File: src/rtl/seg7_pkg.sv
// Shared types and constants for the 7-segment scan controller.
//   scan_state_e : scan FSM states
//   SEG_OFF      : segment bus with every segment dark (active-low)
//   AN_OFF       : anode bus with every digit off; slice to NUM_DIGITS
package seg7_pkg;

  typedef enum logic [1:0] {
    IDLE  = 2'd0,
    BLANK = 2'd1,
    DRIVE = 2'd2
  } scan_state_e;

  localparam int              MAX_DIGITS = 32;
  localparam logic [6:0]      SEG_OFF    = 7'h7F;
  localparam logic [MAX_DIGITS-1:0] AN_OFF = '1;

endpackage

File: src/rtl/decoder.sv
// Hex nibble to 7-segment decoder, active-high segments.
//   in_i  [3:0] : hex value
//   out_o [6:0] : segments {g,f,e,d,c,b,a}, 1 = lit
module decoder (
  input  logic [3:0] in_i,
  output logic [6:0] out_o
);

  always_comb begin
    out_o = 7'h00;
    case (in_i)
      4'h0: out_o = 7'h3F;
      4'h1: out_o = 7'h06;
      4'h2: out_o = 7'h5B;
      4'h3: out_o = 7'h4F;
      4'h4: out_o = 7'h66;
      4'h5: out_o = 7'h6D;
      4'h6: out_o = 7'h7D;
      4'h7: out_o = 7'h07;
      4'h8: out_o = 7'h7F;
      4'h9: out_o = 7'h6F;
      4'hA: out_o = 7'h77;
      4'hB: out_o = 7'h7C;
      4'hC: out_o = 7'h39;
      4'hD: out_o = 7'h5E;
      4'hE: out_o = 7'h79;
      4'hF: out_o = 7'h71;
      default: out_o = 7'h00;
    endcase
  end

endmodule

File: src/rtl/seg7_scan_ctrl.sv
// Time-multiplexed scan controller for a common-anode multi-digit
// 7-segment display. One shared decoder serves all digits; each slot
// starts with a blanking gap. New data is loaded into a shadow register
// and only promoted to the displayed set at a frame boundary (or in IDLE).
//   clk, rst_n       : clock, async active-low reset
//   en_i             : scan enable, 0 = IDLE with display dark
//   load_valid_i/load_ready_o : load handshake for digits_i/dp_i/mask_i
//   digits_i         : hex nibbles, digit k at [4k+3:4k]
//   dp_i, mask_i     : decimal points (1 = lit), digit enables (0 = dark)
//   an_n_o, seg_n_o, dp_n_o : registered active-low display drives
//   frame_done_o     : one-cycle pulse after the last digit's slot
module seg7_scan_ctrl
  import seg7_pkg::*;
#(
  parameter int NUM_DIGITS   = 4,
  parameter int REFRESH_DIV  = 100000,
  parameter int BLANK_CYCLES = 1000
) (
  input  logic                    clk,
  input  logic                    rst_n,
  input  logic                    en_i,
  input  logic                    load_valid_i,
  output logic                    load_ready_o,
  input  logic [4*NUM_DIGITS-1:0] digits_i,
  input  logic [NUM_DIGITS-1:0]   dp_i,
  input  logic [NUM_DIGITS-1:0]   mask_i,
  output logic [NUM_DIGITS-1:0]   an_n_o,
  output logic [6:0]              seg_n_o,
  output logic                    dp_n_o,
  output logic                    frame_done_o
);

  localparam int CNT_W        = (REFRESH_DIV > 1) ? $clog2(REFRESH_DIV) : 1;
  localparam int IDX_W        = $clog2(NUM_DIGITS);
  localparam int DRIVE_CYCLES = REFRESH_DIV - BLANK_CYCLES;

  localparam logic [CNT_W-1:0] BLANK_LAST = CNT_W'((BLANK_CYCLES > 0) ? BLANK_CYCLES - 1 : 0);
  localparam logic [CNT_W-1:0] DRIVE_LAST = CNT_W'(DRIVE_CYCLES - 1);
  localparam logic [IDX_W-1:0] IDX_LAST   = IDX_W'(NUM_DIGITS - 1);
  // With no blanking the BLANK state is never entered.
  localparam scan_state_e      SLOT_START = (BLANK_CYCLES == 0) ? DRIVE : BLANK;

  scan_state_e      state_q, state_d;
  logic [IDX_W-1:0] idx_q, idx_d;
  logic [CNT_W-1:0] cnt_q, cnt_d;

  logic [NUM_DIGITS-1:0][3:0] dig_act_q, dig_sh_q;
  logic [NUM_DIGITS-1:0]      dp_act_q, dp_sh_q;
  logic [NUM_DIGITS-1:0]      mask_act_q, mask_sh_q;
  logic                       pend_q;

  logic [NUM_DIGITS-1:0] an_n_q, an_n_d;
  logic [6:0]            seg_n_q, seg_n_d;
  logic                  dp_n_q, dp_n_d;
  logic                  fd_q, fd_d;
  logic                  xfer;
  logic [6:0]            dec_seg;

  // ---------------- scan FSM ----------------
  always_ff @(posedge clk or negedge rst_n) begin
    if (!rst_n) begin
      state_q <= IDLE;
      idx_q   <= '0;
      cnt_q   <= '0;
    end else begin
      state_q <= state_d;
      idx_q   <= idx_d;
      cnt_q   <= cnt_d;
    end
  end

  always_comb begin
    state_d = state_q;
    idx_d   = idx_q;
    cnt_d   = cnt_q;
    fd_d    = 1'b0;
    if (!en_i) begin
      // Abandon any frame in progress; no frame_done for a partial frame.
      state_d = IDLE;
      idx_d   = '0;
      cnt_d   = '0;
    end else begin
      case (state_q)
        IDLE: begin
          state_d = SLOT_START;
          idx_d   = '0;
          cnt_d   = '0;
        end
        BLANK: begin
          if (cnt_q == BLANK_LAST) begin
            state_d = DRIVE;
            cnt_d   = '0;
          end else begin
            cnt_d = cnt_q + 1'b1;
          end
        end
        DRIVE: begin
          if (cnt_q == DRIVE_LAST) begin
            state_d = SLOT_START;
            cnt_d   = '0;
            if (idx_q == IDX_LAST) begin
              idx_d = '0;
              fd_d  = 1'b1;
            end else begin
              idx_d = idx_q + 1'b1;
            end
          end else begin
            cnt_d = cnt_q + 1'b1;
          end
        end
        default: begin
          state_d = IDLE;
          idx_d   = '0;
          cnt_d   = '0;
        end
      endcase
    end
  end

  // ---------------- load / shadow ----------------
  // Promotion lines up with the edge that raises frame_done_o, so the
  // first slot of the next frame already sees the new data.
  assign xfer = fd_d || (state_q == IDLE);

  always_ff @(posedge clk or negedge rst_n) begin
    if (!rst_n) begin
      dig_act_q  <= '0;
      dp_act_q   <= '0;
      mask_act_q <= '0;
      dig_sh_q   <= '0;
      dp_sh_q    <= '0;
      mask_sh_q  <= '0;
      pend_q     <= 1'b0;
    end else if (pend_q) begin
      if (xfer) begin
        dig_act_q  <= dig_sh_q;
        dp_act_q   <= dp_sh_q;
        mask_act_q <= mask_sh_q;
        pend_q     <= 1'b0;
      end
    end else if (load_valid_i) begin
      dig_sh_q  <= digits_i;
      dp_sh_q   <= dp_i;
      mask_sh_q <= mask_i;
      pend_q    <= 1'b1;
    end
  end

  assign load_ready_o = ~pend_q;

  // ---------------- output stage ----------------
  decoder u_dec (
    .in_i  (dig_act_q[idx_q]),
    .out_o (dec_seg)
  );

  always_comb begin
    an_n_d  = AN_OFF[NUM_DIGITS-1:0];
    seg_n_d = SEG_OFF;
    dp_n_d  = 1'b1;
    // Masked digits still burn their slot so brightness stays uniform.
    if (state_q == DRIVE && mask_act_q[idx_q]) begin
      an_n_d[idx_q] = 1'b0;
      seg_n_d       = ~dec_seg;
      dp_n_d        = ~dp_act_q[idx_q];
    end
  end

  always_ff @(posedge clk or negedge rst_n) begin
    if (!rst_n) begin
      an_n_q  <= AN_OFF[NUM_DIGITS-1:0];
      seg_n_q <= SEG_OFF;
      dp_n_q  <= 1'b1;
      fd_q    <= 1'b0;
    end else begin
      an_n_q  <= an_n_d;
      seg_n_q <= seg_n_d;
      dp_n_q  <= dp_n_d;
      fd_q    <= fd_d;
    end
  end

  assign an_n_o       = an_n_q;
  assign seg_n_o      = seg_n_q;
  assign dp_n_o       = dp_n_q;
  assign frame_done_o = fd_q;

endmodule

File: config.mk
export PLATFORM = sky130hd
export DESIGN_NAME = seg7_scan_ctrl
export DESIGN_NICKNAME = d
export VERILOG_FILES = /design/src/rtl/seg7_pkg.sv /design/src/rtl/decoder.sv /design/src/rtl/seg7_scan_ctrl.sv
export SDC_FILE = /design/constraint.sdc
export NUM_CORES = 1
export LEC_CHECK = 0
export BUFFER_PORTS_ARGS = -buffer_cell sky130_fd_sc_hd__buf_4
export CAP_MARGIN = 20
export CORE_MARGIN = 3
export CORE_UTILIZATION = 45
export CTS_BUF_LIST = sky130_fd_sc_hd__clkbuf_4 sky130_fd_sc_hd__clkbuf_8
export CTS_CLUSTER_DIAMETER = 50
export CTS_CLUSTER_SIZE = 8
export DETAILED_ROUTE_END_ITERATION = 16
export PLACE_DENSITY_LB_ADDON = 0.12
export SYNTH_ARGS = -nofsm -noshare
export SYNTH_HDL_FRONTEND = slang
export SYNTH_SLANG_ARGS = --single-unit
File: constraint.sdc
create_clock -name clk -period 2.6 [get_ports clk]
set_clock_uncertainty 0.05 [all_clocks]
set_input_delay 0.13 -clock clk [delete_from_list [all_inputs] [get_ports clk]]
set_output_delay 0.13 -clock clk [all_outputs]
set_load 0.1 [all_outputs]
==> results.json <==
{
  "p_per_area_nw_per_um2": 981.2,
  "met2_length_um": 4287,
  "dp_cells": 553,
  "ir_worst_vdd_mv": 0.4677,
  "cp-end-kind": "flip-flop",
  "cp-start-kind": "flip-flop",
  "drt-pass1-iter-count": 5,
  "wl_met1_um": 4194,
  "synth_top_area_share_pct": 41.56,
  "postSynthCellCount": 402,
  "drtIter0Drc": 167,
  "clkTransAtPathRegs_ns": 0.08,
  "grt_setup_unrepaired": "no",
  "whs_path_depth": 3,
  "grt_pass1_wl_um": 15500,
  "p_leak_nw": 2.117,
  "grt_max_degree": 81,
  "dieHeight_um": 103.5,
  "reg2reg_to": "seg_n_o[3]$_DFF_PN1_",
  "maxSlewViolCount": 0,
  "worst_slew_pin_slew_ns": 0.6512,
  "synth_seq_area_share_pct": 48.93,
  "cts_tree": "done",
  "critPathArrivalTime_ns": 2.36,
  "grt_antenna_before_repair": 0,
  "synth_top_family_by_area": "simple AND/OR/NAND/NOR gates",
  "grt_overflow_total": 0,
  "clock_latency_ns": 0.36,
  "yosys_warnings": 0,
  "synth_cell_types": 48,
  "core_um2": 8976,
  "period_minus_slack_ns": 2.138,
  "avgSynthCellArea_um2": 10.64,
  "routed_wl_um": 8892,
  "whs_ns": 0.03769,
  "max_clock_freq_mhz": 467.8,
  "gp_congestion": 0.8234,
  "status": "complete, no violations",
  "timing.rr.start": "idx_q[0]$_DFFE_PN0P_",
  "highest_layer": "met4",
  "fp.dieW_um": 103.5,
  "cts_root_buffer": "clkbuf_8",
  "cp_slowest_cell": "mux4_2",
  "drive_gt1_share_pct": 25.59,
  "synth-seq-cells": 83,
  "synth-xor-area-share_pct": 2.458,
  "port_buffers": 41,
  "crit_chain": "mux4_2 -> inv_1 -> ha_1 -> inv_1 -> mux4_2 -> nand2b_1",
  "p_clk_share_pct": 18.6,
  "tns_ns": 0,
  "grt_pass1_vias": 3147,
  "cp_top_family": "multiplexers",
  "ant_nets": 0,
  "drc": 0,
  "yosysMostFrequentCell": "dfrtp_1",
  "syn_area_um2": 4275,
  "critPathKind": "reg -> reg",
  "cts_resized": 0,
  "synth_nets": 445,
  "synth.area.mux_share_pct": 10.71,
  "reg2reg_depth": 6,
  "vias": 3168,
  "wl_met3_um": 284,
  "routedWlPerCell_um": 14.94,
  "critPathBufInv": 2,
  "h-tree-depth": 3,
  "synthSimpleGateAreaFrac_pct": 17.88,
  "rows": 34,
  "seq_power_share_pct": 40.0,
  "r2r_slack_ns": 0.46,
  "globalRouteTotalUtil_pct": 18.39,
  "p_int_mw": 3.082,
  "instances_no_fill": 595,
  "synth_edf_count": 0,
  "finalSetupViolations": 0,
  "post-cts-setup-buffers": 0,
  "synth_ff_type": "dfrtp_1",
  "synthTopCellsByArea": "dfrtp_1 42%, dfstp_2 7.4%, mux2_2 6.3%",
  "place_area_um2": 4691,
  "p_comb_share_pct": 41.4,
  "routed_via_density": 5.324,
  "hold_violations": 0,
  "die_area_um2": 10710,
  "ys_async_sr_fraction_pct": 100.0,
  "yosysTopAreaCell": "dfrtp_1",
  "cts_buffer_depth": 2,
  "power_switching_mw": 1.987,
  "fin_crit_sh_pct": 82.22,
  "cap_violations": 0,
  "min_to": "state_q[1]$_DFFE_PN0P_",
  "cp_data_required_time_ns": 2.82,
  "power.share.switching_pct": 39.20,
  "hp-start": "en_i",
  "antenna_cells": 0,
  "final_net_count": 507,
  "dp_hpwl_um": 5718,
  "stdcell_area_um2": 5166,
  "syn2layout_area_growth_pct": 20.84,
  "synth-compound-area-share_pct": 11.59,
  "ioPinCount": 42,
  "min_path_type": "in -> reg",
  "cts_inserted_buffers": 9,
  "yosys-top-cells-count": "71 x dfrtp_1, 68 x nand2_1, 26 x nor2b_1",
  "max_slew_margin_pct": 56.48,
  "postCtsHoldBufs": 25,
  "clkSinkCount": 83,
  "synthAdderAreaFrac_pct": 4.390,
  "crit_fanout": 5,
  "max_stage_delay_ns": 0.59,
  "start_util_pct": 47.63
}
[power groups by stage]
stage	sequential [mW]	combinational, mW	clock, mW
floorplan	2.09	1.55	0
global placement	2.05	2.03	0
global route	2.09	2.35	1.04
finish	2.03	2.10	0.942
CTS	2.04	2.10	0.970
detailed placement	2.06	2.07	0
[logic make-up after synthesis]
logic type               after synthesis
adder cells (fa/ha/maj)               15
XOR/XNOR                              12
multiplexers                          34
AO/OA/AOI/OAI                         72
buffers and inverters                 39
AND/OR/NAND/NOR                      147
flip-flops                            83
[layout by cell type, fill, tap and decap left out, types with 2 or more instances in the layout]
cell           synthesis  final
xnor2_1                5      5
o221ai_1               6      6
nor2b_1               26     25
mux2i_1                3      3
nand2_1               68     68
nand2b_1               2      2
ha_1                  15     15
mux2_2                24     24
dlygate4sd3_1          0     25
dfrtp_1               71     71
nor3_1                15     15
clkbuf_8               0      9
clkinvlp_4             0      3
mux4_2                 7      7
a21o_1                 2      2
o211ai_1              24     24
a21oi_1                4      4
or3_1                  3      3
o21ai_0                6      6
dfstp_2               12     12
inv_1                 13     13
nand4_1                5      5
o21ai_1               23     23
buf_4                  3     50
nor2_1                 5      5
a211oi_2               3      3
and2_1                 2      2
and4_1                 4      4
xor2_1                 7      7
nand3_1                4      4
[worst register-to-register path, stage by stage, from the launching register on]
cell	delay (ns)
dfrtp_1	0.46
mux4_2	0.59
inv_1	0.16
ha_1	0.17
inv_1	0.04
mux4_2	0.43
nand2b_1	0.15
[per-layer routing]
layer	global-route usage, %	vias up
met5	0	-
met4	6.175	0
met3	3.085	11
met2	28.09	63
met1	26.61	1551
li1	-	1543
[stage by stage]
stage          worst slack, ns  power [mW]  util, %
2_1_floorplan           0.4270       3.644        -
3_3_place_gp            0.5295       4.081    52.26
3_5_place_dp            0.4759       4.131    52.26
4_1_cts                 0.4599       5.111    57.25
5_1_grt                 0.3322       5.489    57.56
6_report                0.4622       5.069    57.56
[cell type report]
cell class                      instances  area [um2]
Fill cell                             795        3810
Tap cell                              126       157.7
Inverter                               14       52.55
Sequential cell                        83        2092
Clock buffer                           10       131.4
Timing Repair Buffer                   76       653.1
Clock inverter                          6       66.31
Multi-Input combinational cell        280        2013
[worst max path at each step]
stage	start	to	slack (ns)	depth (start not counted)
2_1_floorplan	idx_q[0]$_DFFE_PN0P_	seg_n_o[3]$_DFF_PN1_	0.43	7
3_3_place_gp	idx_q[0]$_DFFE_PN0P_	seg_n_o[3]$_DFF_PN1_	0.53	6
3_5_place_dp	idx_q[0]$_DFFE_PN0P_	seg_n_o[3]$_DFF_PN1_	0.48	6
4_1_cts	idx_q[0]$_DFFE_PN0P_	seg_n_o[3]$_DFF_PN1_	0.46	6
5_1_grt	cnt_q[10]$_DFF_PN0_	state_q[0]$_DFFE_PN0P_	0.33	4
6_report	idx_q[0]$_DFFE_PN0P_	seg_n_o[3]$_DFF_PN1_	0.46	6
[sequential cells by signal (all words and copies together), names as in the netlist]
name	flops
frame_done_o	1
dp_act_q	4
an_n_o	4
mask_sh_q	4
dp_n_o	1
dig_sh_q	16
idx_q	2
mask_act_q	4
state_q	2
pend_q	1
dig_act_q	16
dp_sh_q	4
cnt_q	17
seg_n_o	7
Power figures use the tool's default switching activity.
